[src/rtl/prio_arb_pkg.sv]
// Shared types and constants for the prio_arbiter_rr grant FSM.
// Imported by the arbiter top level.
package prio_arb_pkg;

  typedef enum logic [0:0] {
    IDLE  = 1'b0,
    GRANT = 1'b1
  } state_t;

  localparam logic MODE_FIXED = 1'b0;
  localparam logic MODE_RR    = 1'b1;

endpackage : prio_arb_pkg

[src/rtl/prio_pick.sv]
// Combinational highest-set-bit encoder.
// Reports whether any bit is set and the index of the most significant one.
module prio_pick #(
  parameter int N     = 8,
  parameter int IDX_W = $clog2(N)
) (
  input  logic [N-1:0]     vec,
  output logic             found,
  output logic [IDX_W-1:0] idx
);

  // Ascending scan, so the last set bit seen (the highest) wins.
  always_comb begin
    found = 1'b0;
    idx   = {IDX_W{1'b0}};
    for (int i = 0; i < N; i++) begin
      found = found | vec[i];
      idx   = vec[i] ? IDX_W'(i) : idx;
    end
  end

endmodule : prio_pick

[src/rtl/prio_arbiter_rr.sv]
// N-input arbiter, fixed (MSB wins) or round-robin priority, with a registered
// grant that is held until the consumer acknowledges it.
module prio_arbiter_rr
  import prio_arb_pkg::*;
#(
  parameter int N     = 8,
  parameter int IDX_W = $clog2(N)
) (
  input  logic             clk,
  input  logic             rst,
  input  logic [N-1:0]     req,
  input  logic             mode,
  input  logic             ack,
  output logic             gnt_valid,
  output logic [IDX_W-1:0] gnt_idx,
  output logic [N-1:0]     gnt_oh,
  output logic             busy
);

  function automatic logic [N-1:0] below_mask(input logic [IDX_W-1:0] p);
    below_mask = ~({N{1'b1}} << p);
  endfunction

  function automatic logic [N-1:0] onehot(input logic [IDX_W-1:0] p);
    onehot = {{(N-1){1'b0}}, 1'b1} << p;
  endfunction

  state_t           r_state, w_state_next;
  logic [IDX_W-1:0] r_ptr, w_ptr_next, w_ptr_sel;
  logic             r_gnt_valid, w_gnt_valid_next;
  logic [IDX_W-1:0] r_gnt_idx, w_gnt_idx_next;
  logic [N-1:0]     r_gnt_oh, w_gnt_oh_next;

  logic [N-1:0]     w_masked_req;
  logic             w_masked_found, w_any_req;
  logic [IDX_W-1:0] w_masked_idx, w_top_idx, w_win_idx;

  // In the ack cycle the pointer is about to become gnt_idx; pick against that.
  always_comb begin
    if (r_state == GRANT && ack) begin
      w_ptr_sel = r_gnt_idx;
    end else begin
      w_ptr_sel = r_ptr;
    end
  end

  assign w_masked_req = req & below_mask(w_ptr_sel);

  prio_pick #(.N(N), .IDX_W(IDX_W)) u_pick_masked (
    .vec   (w_masked_req),
    .found (w_masked_found),
    .idx   (w_masked_idx)
  );

  prio_pick #(.N(N), .IDX_W(IDX_W)) u_pick_all (
    .vec   (req),
    .found (w_any_req),
    .idx   (w_top_idx)
  );

  assign w_win_idx = (mode == MODE_RR && w_masked_found) ? w_masked_idx : w_top_idx;

  // Next-state and next-output logic; outputs hold unless a grant is issued or retired.
  always_comb begin
    w_state_next     = r_state;
    w_ptr_next       = r_ptr;
    w_gnt_valid_next = r_gnt_valid;
    w_gnt_idx_next   = r_gnt_idx;
    w_gnt_oh_next    = r_gnt_oh;
    case (r_state)
      IDLE: begin
        if (w_any_req) begin
          w_state_next     = GRANT;
          w_gnt_valid_next = 1'b1;
          w_gnt_idx_next   = w_win_idx;
          w_gnt_oh_next    = onehot(w_win_idx);
        end else begin
          w_state_next     = IDLE;
        end
      end
      GRANT: begin
        if (ack) begin
          w_ptr_next = r_gnt_idx;
          if (w_any_req) begin
            w_state_next     = GRANT;
            w_gnt_valid_next = 1'b1;
            w_gnt_idx_next   = w_win_idx;
            w_gnt_oh_next    = onehot(w_win_idx);
          end else begin
            w_state_next     = IDLE;
            w_gnt_valid_next = 1'b0;
            w_gnt_idx_next   = {IDX_W{1'b0}};
            w_gnt_oh_next    = {N{1'b0}};
          end
        end else begin
          w_state_next = GRANT;
        end
      end
      default: begin
        w_state_next     = IDLE;
        w_gnt_valid_next = 1'b0;
        w_gnt_idx_next   = {IDX_W{1'b0}};
        w_gnt_oh_next    = {N{1'b0}};
      end
    endcase
  end

  // State, pointer and output registers with synchronous reset.
  always_ff @(posedge clk) begin
    if (rst) begin
      r_state     <= IDLE;
      r_ptr       <= {IDX_W{1'b0}};
      r_gnt_valid <= 1'b0;
      r_gnt_idx   <= {IDX_W{1'b0}};
      r_gnt_oh    <= {N{1'b0}};
    end else begin
      r_state     <= w_state_next;
      r_ptr       <= w_ptr_next;
      r_gnt_valid <= w_gnt_valid_next;
      r_gnt_idx   <= w_gnt_idx_next;
      r_gnt_oh    <= w_gnt_oh_next;
    end
  end

  assign gnt_valid = r_gnt_valid;
  assign gnt_idx   = r_gnt_idx;
  assign gnt_oh    = r_gnt_oh;
  assign busy      = r_gnt_valid;

endmodule : prio_arbiter_rr

[config.mk]
export PLATFORM = sky130hd
export DESIGN_NAME = prio_arbiter_rr
export DESIGN_NICKNAME = d
export VERILOG_FILES = /design/src/rtl/prio_arb_pkg.sv /design/src/rtl/prio_pick.sv /design/src/rtl/prio_arbiter_rr.sv
export SDC_FILE = /design/constraint.sdc
export NUM_CORES = 1
export LEC_CHECK = 0
export ABC_AREA = 1
export BUFFER_PORTS_ARGS = -buffer_cell sky130_fd_sc_hd__buf_2
export CAP_MARGIN = 20
export CORE_ASPECT_RATIO = 1.1
export CORE_MARGIN = 2
export CORE_UTILIZATION = 46
export DETAILED_ROUTE_END_ITERATION = 10
export GPL_TIMING_DRIVEN = 0
export HOLD_SLACK_MARGIN = 0.05
export PLACE_DENSITY = 0.73
export SLEW_MARGIN = 10
export SYNTH_ARGS = -nofsm -noshare
export SYNTH_HDL_FRONTEND = slang
export SYNTH_HIERARCHICAL = 1
export SYNTH_SLANG_ARGS = --single-unit
[constraint.sdc]
create_clock -name clk -period 1.75 [get_ports clk]
set_input_delay 0.0875 -clock clk [delete_from_list [all_inputs] [get_ports clk]]
set_output_delay 0.0875 -clock clk [all_outputs]
set_load 0.01 [all_outputs]
==> impl_metrics.yaml <==
status:
  status: "finished, violations left"
  violations: "setup timing"
route:
  vias_per_cell: 4.67
  first_pass_iters: 4
  wl_mm: 2.26
  vias: 1050
  ant_nets: 0
  drc: 0
  drtIter0Drc: 16
  wl_per_cell_um: 10.0
critical_path:
  crit_path_start_kind: "flip-flop"
  path_max_fanout: 7
  timing.rr.start: "r_state$_SDFF_PP0_"
  worstPathArrival_ns: 2.09
  reg2reg_to: "gnt_oh[4]$_SDFFE_PP0P_"
  end_kind: "flip-flop"
  crit_type: "flip-flop to flip-flop"
  required_ns: 1.94
  rrSetupSlack_ns: -0.15
  rr_worst_depth: 13
global_routing:
  grt_overflow: 0
  grt_max_degree: 11
  antenna_found_initial: 0
  track_usage_pct: 18.0
  grt_pass1_wl_mm: 3.62
  grt_pass1_vias: 908
floorplan:
  start_util_pct: 49.4
  fp.dieW_um: 48.6
  io_pins: 25
  die_h_um: 53.1
  dieArea_mm2: 0.00258
  row_count: 17
  core_region_area_mm2: 0.00204
place:
  place.detailed.hpwl_mm: 1.69
  placed_cells: 216
  port_buffers: 23
  place.gp.congestion: 0.936
timing:
  hold_viol: 0
  setup_ws_ns: -0.145
  setup_tns_ns: -1.39
  fmax_ghz: 0.528
  min_period_ns: 1.90
  setup_violations: 11
  grt_setup_unrepaired: "yes"
  holdWs_ns: 0.176
  clock_skew_ns: 0.00522
  drv_slew: 0
  period_share_pct: 108
layout:
  syn_to_final_growth_pct: 38.5
  layout-drive-gt1-share_pct: 44.2
  nFillCells: 197
  fin_nets: 210
  layout.cells.non_filler: 225
  antennaDiodeCount: 0
synth:
  syn_area_per_cell_um2: 6.15
  synthDistinctLibCells: 19
  async_flop_share_pct: 0
  yosysTopAreaCell: "dfxtp_1"
  synth-simple-area-share_pct: 39.8
  synth_top_area_share_pct: 31.8
  ys_warn_count: 6
  yosysSeqAreaShare_pct: 31.8
  synth_edf_count: 0
  synth_top_family_by_area: "simple AND/OR/NAND/NOR gates"
  synthMuxAreaShare_pct: 0
  synth-seq-cells: 16
  synth_compound_area_share_pct: 14.1
  synthTopCellsByArea: "dfxtp_1 32%, nand2_1 22%, inv_1 10%"
  syn-cell-area_mm2: 0.00101
  synthTopCellsByCount: "58 x nand2_1, 28 x inv_1, 16 x dfxtp_1, 11 x nor2_1"
  synth.most_common_cell: "nand2_1"
  synthAdderAreaFrac_pct: 0
  synth-main-ff-cell: "dfxtp_1"
  synth_cells: 164
  synth_xor_xnor_area_share_pct: 0
worst_hold_path:
  hp-class: "input pin to flip-flop"
  holdPathEnd: "r_state$_SDFF_PP0_"
  worstHoldStart: "ack"
  hold_depth: 4
clock_network:
  clock_sinks: 16
  clock-root-buffer: "clkbuf_4"
  cts_tree: "built"
  clk_latency_ns: 0.29
  clkSlewWorstSetupHoldPaths_ns: 0.09
  htree_levels: 1
  cts_made_buffers: 3
  cts.path.max_buffers: 2
power_and_ir_drop:
  p_total_w: 0.000984
  peakVddDrop_mv: 0.390
  p_per_area_mw_per_mm2: 704
  p_leak_nw: 0.722
flow_run:
  drv_cap: 0
layer usage:
layer	up-vias	share of wire, %	global-route usage (%)
met5	-	0	0
met4	0	2.0	8.57
met3	4	2.7	2.54
met2	20	49	33.1
met1	470	46	20.7
li1	556	-	-
stage by stage:
stage          setup WS, ns  util, %  area, um2
2_1_floorplan       -0.0291        -       1040
5_1_grt              -0.311     68.4       1400
3_3_place_gp         -0.206     58.4       1190
4_1_cts              -0.134     63.4       1290
3_5_place_dp         -0.256     58.4       1190
6_report             -0.145     68.4       1400
placed cells by master (no fill, tap or decap), types with 2 or more instances in the layout:
cell	netlist	final
o21ai_4	0	3
inv_1	28	27
buf_4	2	6
nor2_4	1	3
a21oi_2	8	10
a21oi_1	5	3
nor2_2	5	5
nand2_4	0	2
clkbuf_4	1	4
nand3_1	8	2
conb_1	1	2
buf_2	0	23
dfxtp_1	16	15
nand3_2	0	5
inv_2	2	3
nand2_1	58	48
nand2_2	8	15
nor2_1	11	9
state kept, by name, indices dropped and copies added, names as in the netlist:
name / cells
gnt_oh: 8
r_ptr: 3
r_state: 1
gnt_idx: 3
busy: 1
cell type report:
| class | instances | area (um2) | share of cell area, % |
|---|---|---|---|
| Buffer | 4 | 27.5 | 1.97 |
| Clock buffer | 4 | 36.3 | 2.60 |
| Inverter | 30 | 113 | 8.06 |
| Multi-Input combinational cell | 115 | 706 | 50.5 |
| Sequential cell | 16 | 324 | 23.2 |
| Tap cell | 28 | 35.0 | 2.51 |
| Timing Repair Buffer | 28 | 155 | 11.1 |
kinds of logic after synthesis:
kind of cell | after synthesis
simple gates | 93
buf+inv | 34
compound gates | 20
flops | 16
other cells | 1
critical path, cell delays in order (launching register included):
cell     delay (ns)
dfxtp_4        0.38
nand2_8        0.08
o21ai_4        0.23
inv_2          0.07
o21ai_2        0.14
inv_2          0.06
nor3_4         0.19
nand3_4        0.16
nand2_4        0.14
nand2_1        0.07
nand2_2        0.08
nor2_4         0.05
nand2_1        0.09
a21oi_2        0.05
worst max-delay path by stage:
| stage | from | to | slack [ns] | depth (start not counted) |
|---|---|---|---|---|
| after CTS | r_state$_SDFF_PP0_ | gnt_oh[4]$_SDFFE_PP0P_ | -0.13 | 15 |
| after global routing | r_state$_SDFF_PP0_ | gnt_oh[6]$_SDFFE_PP0P_ | -0.31 | 14 |
| after global placement | r_state$_SDFF_PP0_ | gnt_oh[2]$_SDFFE_PP0P_ | -0.21 | 15 |
| final | r_state$_SDFF_PP0_ | gnt_oh[4]$_SDFFE_PP0P_ | -0.15 | 13 |
| after floorplan | r_state$_SDFF_PP0_ | gnt_oh[4]$_SDFFE_PP0P_ | -0.03 | 15 |
| after detailed placement | r_state$_SDFF_PP0_ | gnt_oh[2]$_SDFFE_PP0P_ | -0.26 | 14 |
report_power, final:
part / total (W) / switching (W) / internal, W
sequential: 0.000410 / 0.0000201 / 0.000390
clock: 0.000244 / 0.000117 / 0.000127
combinational: 0.000329 / 0.000202 / 0.000128
what timing repair did:
| item | CTS | global route |
|---|---|---|
| gates resized for setup | 8 | 23 |
| hold endpoints to repair | 1 | 0 |
| hold buffers | 1 | 0 |
| endpoints found under the setup margin | 11 | 11 |
| pin swaps | 2 | 2 |
| buffers inserted | 3 | 1 |
Power figures use the tool's default switching activity.
